`src/rtl/tmds_hdmi_encoder.sv`:
```
// Multi-channel TMDS/HDMI symbol encoder: video 8b/10b, control, guard bands, TERC4 islands.
// Latency: 3 pix_clk cycles for every mode (S1 input reg, S2 q_m reg, S3 output reg).
// Backpressure: none; one symbol per channel per cycle, no stalls, no handshake.
module tmds_hdmi_encoder #(
  parameter int NUM_CH = 3
) (
  input  logic                  pix_clk,
  input  logic                  rst_n,
  input  logic [2:0]            mode,
  input  logic [8*NUM_CH-1:0]   din,
  input  logic [2*NUM_CH-1:0]   ctrl,
  input  logic [4*NUM_CH-1:0]   aux,
  output logic [10*NUM_CH-1:0]  dout,
  output logic [2:0]            dout_mode
);

  // Period types; codes 5-7 fall through to the control encoding.
  localparam logic [2:0] MODE_CTRL      = 3'd0;
  localparam logic [2:0] MODE_VIDEO     = 3'd1;
  localparam logic [2:0] MODE_VIDEO_GB  = 3'd2;
  localparam logic [2:0] MODE_ISLAND    = 3'd3;
  localparam logic [2:0] MODE_ISLAND_GB = 3'd4;

  // Guard-band symbols: GB_A on channels 0/2 of each triple, GB_B on channel 1
  // (GB_B also fills the non-zero channels of the island guard band).
  localparam logic [9:0] GB_A = 10'b1011001100;
  localparam logic [9:0] GB_B = 10'b0100110011;

  // TERC4 nibble-to-symbol mapping for data islands.
  function automatic logic [9:0] terc4(input logic [3:0] nib);
    logic [9:0] s;
    case (nib)
      4'h0:    s = 10'b1010011100;
      4'h1:    s = 10'b1001100011;
      4'h2:    s = 10'b1011100100;
      4'h3:    s = 10'b1011100010;
      4'h4:    s = 10'b0101110001;
      4'h5:    s = 10'b0100011110;
      4'h6:    s = 10'b0110001110;
      4'h7:    s = 10'b0100111100;
      4'h8:    s = 10'b1011001100;
      4'h9:    s = 10'b0100111001;
      4'hA:    s = 10'b0110011100;
      4'hB:    s = 10'b1011000110;
      4'hC:    s = 10'b1010001110;
      4'hD:    s = 10'b1001110001;
      4'hE:    s = 10'b0101100011;
      default: s = 10'b1011000011;
    endcase
    return s;
  endfunction

  // Control-period symbol for {c1,c0}.
  function automatic logic [9:0] ctrl_sym(input logic [1:0] c);
    logic [9:0] s;
    case (c)
      2'b00:   s = 10'b1101010100;
      2'b01:   s = 10'b0010101011;
      2'b10:   s = 10'b0101010100;
      default: s = 10'b1010101011;
    endcase
    return s;
  endfunction

  // Population count of a byte (0..8).
  function automatic logic [3:0] ones8(input logic [7:0] v);
    logic [3:0] s;
    s = 4'd0;
    for (int i = 0; i < 8; i++) begin
      s = s + {3'b000, v[i]};
    end
    return s;
  endfunction

  logic [2:0] s1_mode;
  logic [2:0] s2_mode;

  // Shared mode travels alongside the per-channel data through all three stages.
  always_ff @(posedge pix_clk or negedge rst_n) begin
    if (!rst_n) begin
      s1_mode   <= MODE_CTRL;
      s2_mode   <= MODE_CTRL;
      dout_mode <= MODE_CTRL;
    end else begin
      s1_mode   <= mode;
      s2_mode   <= s1_mode;
      dout_mode <= s2_mode;
    end
  end

  for (genvar k = 0; k < NUM_CH; k++) begin : g_ch
    localparam int KM = k % 3;

    logic [7:0] s1_d;
    logic [3:0] s1_n1;
    logic [1:0] s1_ctrl;
    logic [3:0] s1_aux;

    logic       flag1;
    logic [8:0] qm;

    logic [8:0] s2_qm;
    logic [3:0] s2_n1q;
    logic [3:0] s2_n0q;
    logic [1:0] s2_ctrl;
    logic [3:0] s2_aux;

    logic [5:0] n1w;
    logic [5:0] n0w;
    logic [5:0] delta;
    logic [4:0] cnt;
    logic [4:0] cnt_nxt;
    logic [9:0] sym_nxt;
    logic [9:0] sym_q;

    // S1: capture the channel's inputs and pre-count the ones in the pixel byte.
    always_ff @(posedge pix_clk or negedge rst_n) begin
      if (!rst_n) begin
        s1_d    <= 8'd0;
        s1_n1   <= 4'd0;
        s1_ctrl <= 2'b00;
        s1_aux  <= 4'd0;
      end else begin
        s1_d    <= din[8*k +: 8];
        s1_n1   <= ones8(din[8*k +: 8]);
        s1_ctrl <= ctrl[2*k +: 2];
        s1_aux  <= aux[4*k +: 4];
      end
    end

    // Transition minimisation: XOR or XNOR chain, chosen to reduce toggles.
    always_comb begin
      qm    = 9'd0;
      flag1 = (s1_n1 > 4'd4) || ((s1_n1 == 4'd4) && !s1_d[0]);
      qm[0] = s1_d[0];
      for (int i = 1; i < 8; i++) begin
        qm[i] = flag1 ? ~(qm[i-1] ^ s1_d[i]) : (qm[i-1] ^ s1_d[i]);
      end
      qm[8] = ~flag1;
    end

    // S2: register q_m with its ones/zeros counts so S3 only does DC balancing.
    always_ff @(posedge pix_clk or negedge rst_n) begin
      if (!rst_n) begin
        s2_qm   <= 9'd0;
        s2_n1q  <= 4'd0;
        s2_n0q  <= 4'd8;
        s2_ctrl <= 2'b00;
        s2_aux  <= 4'd0;
      end else begin
        s2_qm   <= qm;
        s2_n1q  <= ones8(qm[7:0]);
        s2_n0q  <= 4'd8 - ones8(qm[7:0]);
        s2_ctrl <= s1_ctrl;
        s2_aux  <= s1_aux;
      end
    end

    assign n1w = {2'b00, s2_n1q};
    assign n0w = {2'b00, s2_n0q};

    // S3 symbol select; video applies DC balancing, all other periods clear disparity.
    always_comb begin
      sym_nxt = ctrl_sym(s2_ctrl);
      delta   = 6'd0;
      cnt_nxt = 5'd0;
      case (s2_mode)
        MODE_VIDEO: begin
          if ((cnt == 5'd0) || (s2_n1q == s2_n0q)) begin
            sym_nxt = {~s2_qm[8], s2_qm[8], s2_qm[8] ? s2_qm[7:0] : ~s2_qm[7:0]};
            delta   = s2_qm[8] ? (n1w - n0w) : (n0w - n1w);
          end else if ((!cnt[4] && (s2_n1q > s2_n0q)) || (cnt[4] && (s2_n0q > s2_n1q))) begin
            // cnt is non-zero here, so a clear sign bit means strictly positive.
            sym_nxt = {1'b1, s2_qm[8], ~s2_qm[7:0]};
            delta   = {4'b0000, s2_qm[8], 1'b0} + n0w - n1w;
          end else begin
            sym_nxt = {1'b0, s2_qm[8], s2_qm[7:0]};
            delta   = n1w - n0w - {4'b0000, ~s2_qm[8], 1'b0};
          end
          // 5-bit wrap is intended: legal streams never leave -10..+10.
          cnt_nxt = cnt + delta[4:0];
        end
        MODE_VIDEO_GB: begin
          sym_nxt = (KM == 1) ? GB_B : GB_A;
        end
        MODE_ISLAND: begin
          sym_nxt = terc4(s2_aux);
        end
        MODE_ISLAND_GB: begin
          sym_nxt = (k == 0) ? terc4({2'b11, s2_ctrl}) : GB_B;
        end
        default: begin
          sym_nxt = ctrl_sym(s2_ctrl);
        end
      endcase
    end

    // S3: output symbol register and the running disparity it implies.
    always_ff @(posedge pix_clk or negedge rst_n) begin
      if (!rst_n) begin
        sym_q <= 10'd0;
        cnt   <= 5'd0;
      end else begin
        sym_q <= sym_nxt;
        cnt   <= cnt_nxt;
      end
    end

    assign dout[10*k +: 10] = sym_q;
  end

endmodule

```
`config.mk`:
```
export PLATFORM = sky130hd
export DESIGN_NAME = tmds_hdmi_encoder
export DESIGN_NICKNAME = d
export VERILOG_FILES = /design/src/rtl/tmds_hdmi_encoder.sv
export SDC_FILE = /design/constraint.sdc
export NUM_CORES = 1
export LEC_CHECK = 0
export ABC_AREA = 1
export CAP_MARGIN = 10
export CORE_ASPECT_RATIO = 0.8
export CORE_MARGIN = 4
export CORE_UTILIZATION = 41
export CTS_CLUSTER_SIZE = 10
export DETAILED_ROUTE_END_ITERATION = 12
export PLACE_DENSITY = 0.68
export SLEW_MARGIN = 0
export SYNTH_ARGS = -nofsm -noshare
export SYNTH_HDL_FRONTEND = slang
export SYNTH_SLANG_ARGS = --single-unit
export TNS_END_PERCENT = 10
```
`constraint.sdc`:
```
create_clock -name pix_clk -period 8.89 [get_ports pix_clk]
set_input_delay 2.667 -clock pix_clk [delete_from_list [all_inputs] [get_ports pix_clk]]
set_output_delay 2.667 -clock pix_clk [all_outputs]
set_load 0.05 [all_outputs]
```
* Word-level counts from Yosys, hierarchy flattened
Memory sizes are Yosys's and may differ from the RTL's. Cells that the tools add are included.
Word-level totals: memories 3, logic and storage cells 261, output and inout bits 33, input bits 47, bits in registers 177, ROM bits 480
Cells by class: equality and inequality tests 16, muxes and demuxes 52, reductions and logical operators 31, bitwise gates (word level) 51, order comparisons 9, add/subtract/negate cells 63
Memory list:
- (name not given) | depth 16, width 10, read ports 1, clocked after memory_dff 0, write ports 0, RTL line 32 | case (nib)
- (name not given) | depth 16, width 10, read ports 1, clocked after memory_dff 0, write ports 0, RTL line 32
- (name not given) | depth 16, width 10, read ports 1, clocked after memory_dff 0, write ports 0, RTL line 32
Operator list (count):
- $pmux W10 S3 | 5
- $add A4 B1 Y4 | 24
- $pmux W10 S4 | 2
- $mux W5 | 15
- $mux W10 | 6
- $sub A4 B4 Y5 | 6
- $not A1 Y1 | 27
- $add A3 B1 Y4 | 6
- $gt A4 B4 Y1 | 6
- $mux W8 | 3
- $not A8 Y8 | 3
- $mux W1 | 21
- $xor A1 B1 Y1 | 21
- $add A2 B1 Y3 | 6
- $add A2 B4 Y5 | 3
- $add A5 B5 Y5 | 3
- $logic_not A5 Y1 | 3
- $sub A5 B3 Y5 | 3
- $sub A5 B4 Y5 | 3
- $add A1 B1 Y2 | 6
- $eq A4 B3 Y1 const B | 3
- $eq A4 B4 Y1 | 3
- $gt A4 B3 Y1 const B | 3
- $sub A4 B4 Y4 const A | 3
- other kinds (10) | 38

* Longest topological paths before layout
Gate-level depths: netlist of the first run.
depth after elaboration 24, mapped depth 21, mapped depth without buffers 21

* Least setup slack after synthesis of the first run
No wires, ideal clock.
path type in2reg, start point input din[16], end point register g_ch[2].s1_n1[2], library setup time 0.123 ns, data arrival time 4.883 ns, stages on the path 8, path slack 3.883 ns, path buffers 0, cells stage by stage fa_1 -> inv_1 -> fa_1 -> fa_1 -> inv_1 -> ha_1 -> fa_1 -> xor2_1
On the way: cells in the longest elaborated chain, start to end 7
Ends and longest elaborated chain:
- start: declaration | RTL line 10 | input logic [8*NUM_CH-1:0] din,
- $add A1 B1 Y2 | RTL line 70 | s = s + {3'b000, v[i]};
- $add A2 B1 Y3 | RTL line 70
- $add A3 B1 Y4 | RTL line 70
- $add A4 B1 Y4 (4 in a row) | RTL line 70
- end signal: assignment | RTL line 125 | s1_n1 <= ones8(din[8*k +: 8]);
- end: declaration | RTL line 95 | logic [3:0] s1_n1;
No other way between the ends.

* Worst setup path after layout of the first run
Ends and elaborated chain as after synthesis.

==> summary.md, run 1 <==
| Metric | Value |
|---|---|
| Status | finished clean |
| Clk_lat worst skew | 0.43 ns |
| WS Path Type | in -> reg |
| Grt ovf | 0 |
| Synthesized area | 10200 um^2 |
| Vias in the first global route | 7375 |
| CTS Root Cell | clkbuf_16 |
| Critical path's top delay family | adder cells |
| CTS buffer count | 17 |
| R2R depth | 16 |
| Nets | 1400 |
| CTS Hold Bufs | 0 |
| Total power | 4.95 mW |
| Synth Warn # | 0 |
| CP peak stage delay | 0.54 ns |
| Crit Path Max Fanout | 2 |
| Critical Path End Type | flip-flop |
| Cell taking the most area after synthesis | dfrtp_1 |
| HP Start | g_ch[2].s1_aux[1] |
| Worst Path Required | 9.20 ns |
| Setup_tns | 0 ns |
| Area contributors post-synth | dfrtp_1 41%, ha_1 12%, fa_1 8.2% |
| Worst min-delay path category | reg -> reg |
| Chip width | 185 um |
| Peak Freq | 0.195 GHz |
| CP Buf/Inv Count | 3 |
| Worst Tran Pin Value | 0.942 ns |
| # H-tree levels | 4 |
| Number of hold violations in the final report | 0 |
| Overall Global Routing Usage | 15.9% |
| Final Util | 48.9% |
| Hold path endpoint | g_ch[2].s2_aux[1] |
| Most frequent cell after synthesis | inv_1 |
| Hold path cells | 0 |
| Critical R2R Capture | g_ch[0].s2_n0q[2] |
| Worst path slowest cell | fa_1 |
| Worst vdd ir | 204 uV |
| Register-to-register setup slack | 4.74 ns |
| Syn nets | 1312 |
| # fillers | 2217 |
| # port buffers | 79 |
| Period minus WS final | 5.12 ns |
| Vias per cell | 4.80 |
| Core ar. | 24400 um^2 |
| Largest net degree at the start of global routing | 97 |
| Iteration-0 DRC Markers | 484 |
| Asr flop ratio synth | 100% |
| RSZ-0062 raised after global routing | no |
| I/O pins | 80 |
| Synth cell types | 45 |
| Die Y | 149 um |
| Vias | 7411 |
| Syn avg cell area | 9.08 um^2 |
| Antenna fix cells | 0 |
| Worst Hold Margin | 0.348 ns |
| Share of layout cells above drive strength 1 | 7.17% |
| Relative slew slack | 37.2% |
| Post-CTS Setup Bufs | 0 |
| CTS tree | built |
| Final ANT Viol Nets | 0 |
| Top_reg_cell synth | dfrtp_1 |
| Layout Skew | 0.00885 ns |
| Initial DRT Pass Iterations | 5 |
| Drt wl/cell | 13.4 um |
| Clock slew at reported path FFs | 0.06 ns |
| PwrDens | 414 nW/um^2 |
| Post-synth EDFFs | 0 |
| Clock buffer depth | 2 |
| Final worst path period share | 57.6% |
| Initial antenna violation count | 0 |
| WP depth | 9 |
| Synth Register Bits | 171 |
| Post-synth top cells | 202 x inv_1, 183 x nand2_1, 168 x dfrtp_1, 97 x ha_1, 84 x nand3_1 |
| Routed Wire Length | 20700 um |
| DRC | 0 |
| Sequential area share after synthesis | 41.9% |
| Slew Limit Fails | 0 |
| Top cell type's share of synthesized area | 41.1% |
| CP Launch Type | primary input |
| Synthesized instance count | 1126 |
| Worst-path cell chain | clkdlybuf4s50_1 > fa_1 > inv_1 > fa_1 > fa_1 > inv_1 > ha_1 > fa_1 > xor2_1 |
| Placer's final routability congestion estimate | 0.920 |
| Cell Rows | 51 |
| Clock Sinks | 171 |
| CP arrival | 5.43 ns |
| Maxcap violations | 0 |
| Initial core utilization | 41.8% |
| Die area | 27500 um^2 |
| Leakage | 6.11 nW |
| Final setup vio count | 0 |
| CP most frequent cell | fa_1 |
| Area Overhead vs Synth | 16.9% |
| HPWL after detailed placement | 15900 um |
| CTS-repair resized insts | 0 |
| First-pass GRT wire length | 35300 um |
| Crit Reg-Reg Startpoint | g_ch[0].s1_d[0] |
worst max path at each step:
| stage | startpoint | endpoint |
|---|---|---|
| 2_1_floorplan | din[16] | g_ch[2].s1_n1[2] |
| 3_3_place_gp | din[16] | g_ch[2].s1_n1[2] |
| 3_5_place_dp | din[16] | g_ch[2].s1_n1[2] |
| 4_1_cts | din[16] | g_ch[2].s1_n1[2] |
| 5_1_grt | din[16] | g_ch[2].s1_n1[2] |
| 6_report | din[16] | g_ch[2].s1_n1[2] |
registers in the layout, indices dropped and copies added (netlist names):
signal / cells
dout_mode: 3
g_ch.cnt: 15
g_ch.s1_aux: 12
g_ch.s1_ctrl: 6
g_ch.s1_d: 24
g_ch.s1_n1: 12
g_ch.s2_aux: 12
g_ch.s2_ctrl: 6
g_ch.s2_n0q: 9
g_ch.s2_n1q: 9
g_ch.s2_qm: 27
g_ch.sym_q: 30
s1_mode: 3
s2_mode: 3
cell type report:
| type | instances | area, um^2 | area share, % |
|---|---|---|---|
| multi-input cells | 722 | 5060 | 42.3 |
| clock inverters | 13 | 141 | 1.18 |
| repair buffers | 82 | 815 | 6.81 |
| inverters | 220 | 826 | 6.91 |
| well taps | 318 | 398 | 3.33 |
| flip-flops and latches | 171 | 4280 | 35.8 |
| clock buffers | 19 | 433 | 3.62 |
per-stage QoR:
step / instance area, um^2 / worst slack, ns / cells
after floorplan: 10200 / 3.88 / 1126
after global placement: 11400 / 3.35 / 1513
after detailed placement: 11400 / 3.33 / 1513
after CTS: 12000 / 3.78 / 1545
after global routing: 12000 / 3.70 / 1545
final: 12000 / 3.77 / 1545
layer usage:
layer	global-route usage (%)	vias up	wire (um)
met2	25.4	185	9600
met4	4.84	0	344
met1	22.0	3485	9570
met3	3.41	24	1180
li1	-	3717	-
met5	0	-	0
report_power, final:
group	internal [mW]	leakage [nW]	switching (mW)	total, mW
sequential	1.00	2.05	0.119	1.12
clock	0.416	0.275	0.307	0.722
combinational	1.22	3.79	1.88	3.10
layout by cell type, fill, tap and decap left out, types with 3 or more instances in the layout:
master           Yosys  routed
inv_1              202     202
nand2_1            183     183
dfrtp_1            168     168
ha_1                97      97
nand3_1             84      84
clkdlybuf4s50_1      0      78
nor2_1              64      64
a21oi_1             50      50
o21ai_0             46      46
fa_1                42      42
xor2_1              32      32
nand2_2             22      22
xnor2_1             19      19
clkbuf_16            0      17
inv_2               16      16
o21ai_1             15      15
nand4_1             12      12
o211ai_1            10      10
nand3b_1             7       7
nor3_1               7       7
inv_6                0       4
nor4_1               3       3
or2_2                3       3
a31oi_1              3       3
o2111ai_1            3       3
clkinvlp_4           0       3
clkinv_2             0       3
dfstp_2              3       3
buf_4                1       3
cells by family after synthesis:
family,count (synthesis),synth area share [%]
AO/OA/AOI/OAI,139,7.63
flip-flops,171,41.9
buffers and inverters,233,8.62
adder cells (fa/ha/maj),139,20.1
AND/OR/NAND/NOR,391,17.1
XOR/XNOR,53,4.69
Note: power is estimated with default switching activity, not from simulation.
==> run 2, diff against run 1 <==
==> constraint.sdc (replaced) <==
create_clock -name pix_clk -period 4.95 [get_ports pix_clk]
set_input_delay 1.485 -clock pix_clk [delete_from_list [all_inputs] [get_ports pix_clk]]
set_output_delay 1.485 -clock pix_clk [all_outputs]
set_load 0.05 [all_outputs]
==> run 2 against run 1 <==
- global-route usage fell by 0.088 points
- power rose by 78%
- register-to-register slack got worse by 3.9 ns
- via count fell by 0.31%
- sequential share of layout area barely moved
- die area did not move
- largest cell class unchanged
- largest power group unchanged
==> summary.md, run 2 (same netlist as run 1, synthesis figures left out) <==
| Metric | Value |
|---|---|
| Status | finished clean |
| Share of layout cells above drive strength 1 | 7.25% |
| Register-to-register setup slack | 0.88 ns |
| Layout Skew | 0.00847 ns |
| Most frequent cells in the layout | 202 x inv_1, 183 x nand2_1, 168 x dfrtp_1 |
| Initial DRT Pass Iterations | 5 |
| Clk_lat worst skew | 0.43 ns |
| Chip width | 185 um |
| Commonest non-fill, non-tap cell in the layout | inv_1 |
| I/O pins | 80 |
| Vias per cell | 4.78 |
| Die Y | 149 um |
| Number of hold violations in the final report | 0 |
| PwrDens | 737 nW/um^2 |
| Clock slew at reported path FFs | 0.06 ns |
| Routed Wire Length | 20700 um |
| Hold path cells | 0 |
| CP Launch Type | flip-flop |
| Largest net degree at the start of global routing | 89 |
| CTS buffer count | 17 |
| First-pass GRT wire length | 35400 um |
| Worst Hold Margin | 0.348 ns |
| Die area | 27500 um^2 |
| Worst Tran Pin Value | 0.759 ns |
| Top reg by flops | g_ch.sym_q |
| Worst min-delay path category | reg -> reg |
| # H-tree levels | 4 |
| Critical R2R Capture | g_ch[1].s2_n0q[3] |
| Initial antenna violation count | 0 |
| Setup_tns | 0 ns |
| DRC | 0 |
| Post-CTS Setup Bufs | 0 |
| Top Registers | g_ch.sym_q (30), g_ch.s2_qm (27), g_ch.s1_d (24) |
| # port buffers | 79 |
| Vias in the first global route | 7372 |
| Drt wl/cell | 13.4 um |
| Clock Sinks | 171 |
| Critical Path End Type | flip-flop |
| Area Overhead vs Synth | 16.8% |
| Peak Freq | 0.246 GHz |
| Placer's final routability congestion estimate | 0.909 |
| Iteration-0 DRC Markers | 556 |
| Clock buffer depth | 2 |
| Final Util | 48.8% |
| CTS Root Cell | clkbuf_16 |
| Vias | 7388 |
| Antenna fix cells | 0 |
| WS Path Type | reg -> reg |
| Final worst path period share | 82.2% |
| Worst Path Required | 5.29 ns |
| CTS Hold Bufs | 0 |
| Area of the multi-input gates | 5060 um^2 |
| Core ar. | 24400 um^2 |
| Crit Reg-Reg Startpoint | g_ch[1].s1_d[0] |
| HPWL after detailed placement | 15800 um |
| Overall Global Routing Usage | 15.8% |
| Nets | 1400 |
| HP Start | g_ch[1].s1_aux[1] |
| Relative slew slack | 49.1% |
| Worst vdd ir | 343 uV |
| Slew Limit Fails | 0 |
| Crit Path Max Fanout | 4 |
| Maxcap violations | 0 |
| Final setup vio count | 0 |
| Final ANT Viol Nets | 0 |
| Cell Rows | 51 |
| CTS-repair resized insts | 0 |
| RSZ-0062 raised after global routing | no |
| Grt ovf | 0 |
| Reg area | 4280 um^2 |
| Hold path endpoint | g_ch[1].s2_aux[1] |
| CTS tree | built |
| Period minus WS final | 4.07 ns |
| R2R depth | 17 |
| # fillers | 2238 |
| Initial core utilization | 41.8% |
| CP arrival | 4.41 ns |
| Leakage | 6.10 nW |
| Max FFs per register | 30 |
## run 2: cell types whose count changed in the layout (fill, tap and decap cells not counted), sizes merged
cell / delta
clkinvlp: +1
bufinv: -2
clkbuf: +1
clkinv: +1
inv: -1
## run 2: how the worst max path moves through the flow
stage | start | endpoint | slack [ns] | cells after the start
after global routing | g_ch[0].s1_d[0] | g_ch[0].s2_n0q[3] | 0.55 | 17
final | g_ch[1].s1_d[0] | g_ch[1].s2_n0q[3] | 0.88 | 17
after floorplan | g_ch[0].s1_d[0] | g_ch[0].s2_n0q[2] | 1.11 | 16
after CTS | g_ch[1].s1_d[0] | g_ch[1].s2_n0q[3] | 0.83 | 17
after global placement | din[16] | g_ch[2].s1_n1[2] | 0.60 | 9
after detailed placement | din[16] | g_ch[2].s1_n1[2] | 0.59 | 9
## run 2: where the power goes
part	leakage (nW)	total, mW	internal [mW]	switching (mW)
clock network	0.259	1.23	0.672	0.559
logic	3.80	5.55	2.17	3.38
registers	2.05	2.02	1.80	0.214
## run 2: stage by stage
step,power (mW),cell area [um^2],setup WS [ns],cells
finish,8.80,11900,0.880,1545
floorplan,6.38,10200,1.11,1126
detailed placement,7.62,11400,0.591,1513
global route,9.86,11900,0.553,1545
global placement,7.45,11400,0.597,1513
CTS,8.91,11900,0.832,1545
## run 2: layout make-up
cell class	instances	area share (%)
Tap cell	318	3.33
Sequential cell	171	35.9
Multi-Input combinational cell	722	42.4
Clock buffer	20	3.83
Inverter	220	6.92
Timing Repair Buffer	82	6.93
Clock inverter	12	0.744
## run 2: critical path, stage by stage, from the launching register on
cell and delay, ns:
dfrtp_1 0.42, xnor2_1 0.24, nand2_1 0.10, nand2_2 0.12, xor2_2 0.18, nand2_1 0.10
nand2_2 0.10, inv_1 0.06, fa_1 0.47, fa_1 0.51, inv_1 0.05, fa_1 0.48
ha_1 0.16, inv_1 0.05, fa_1 0.38, xor2_1 0.25, nand3_1 0.12, xnor2_1 0.19
## run 2: routing by layer
metal / part of all wire [%] / GRT usage, % / vias to the layer above
li1: - / - / 3716
met1: 49 / 22.9 / 3480
met2: 45 / 24.4 / 168
met3: 4.5 / 3.32 / 24
met4: 1.6 / 4.21 / 0
met5: 0 / 0 / -
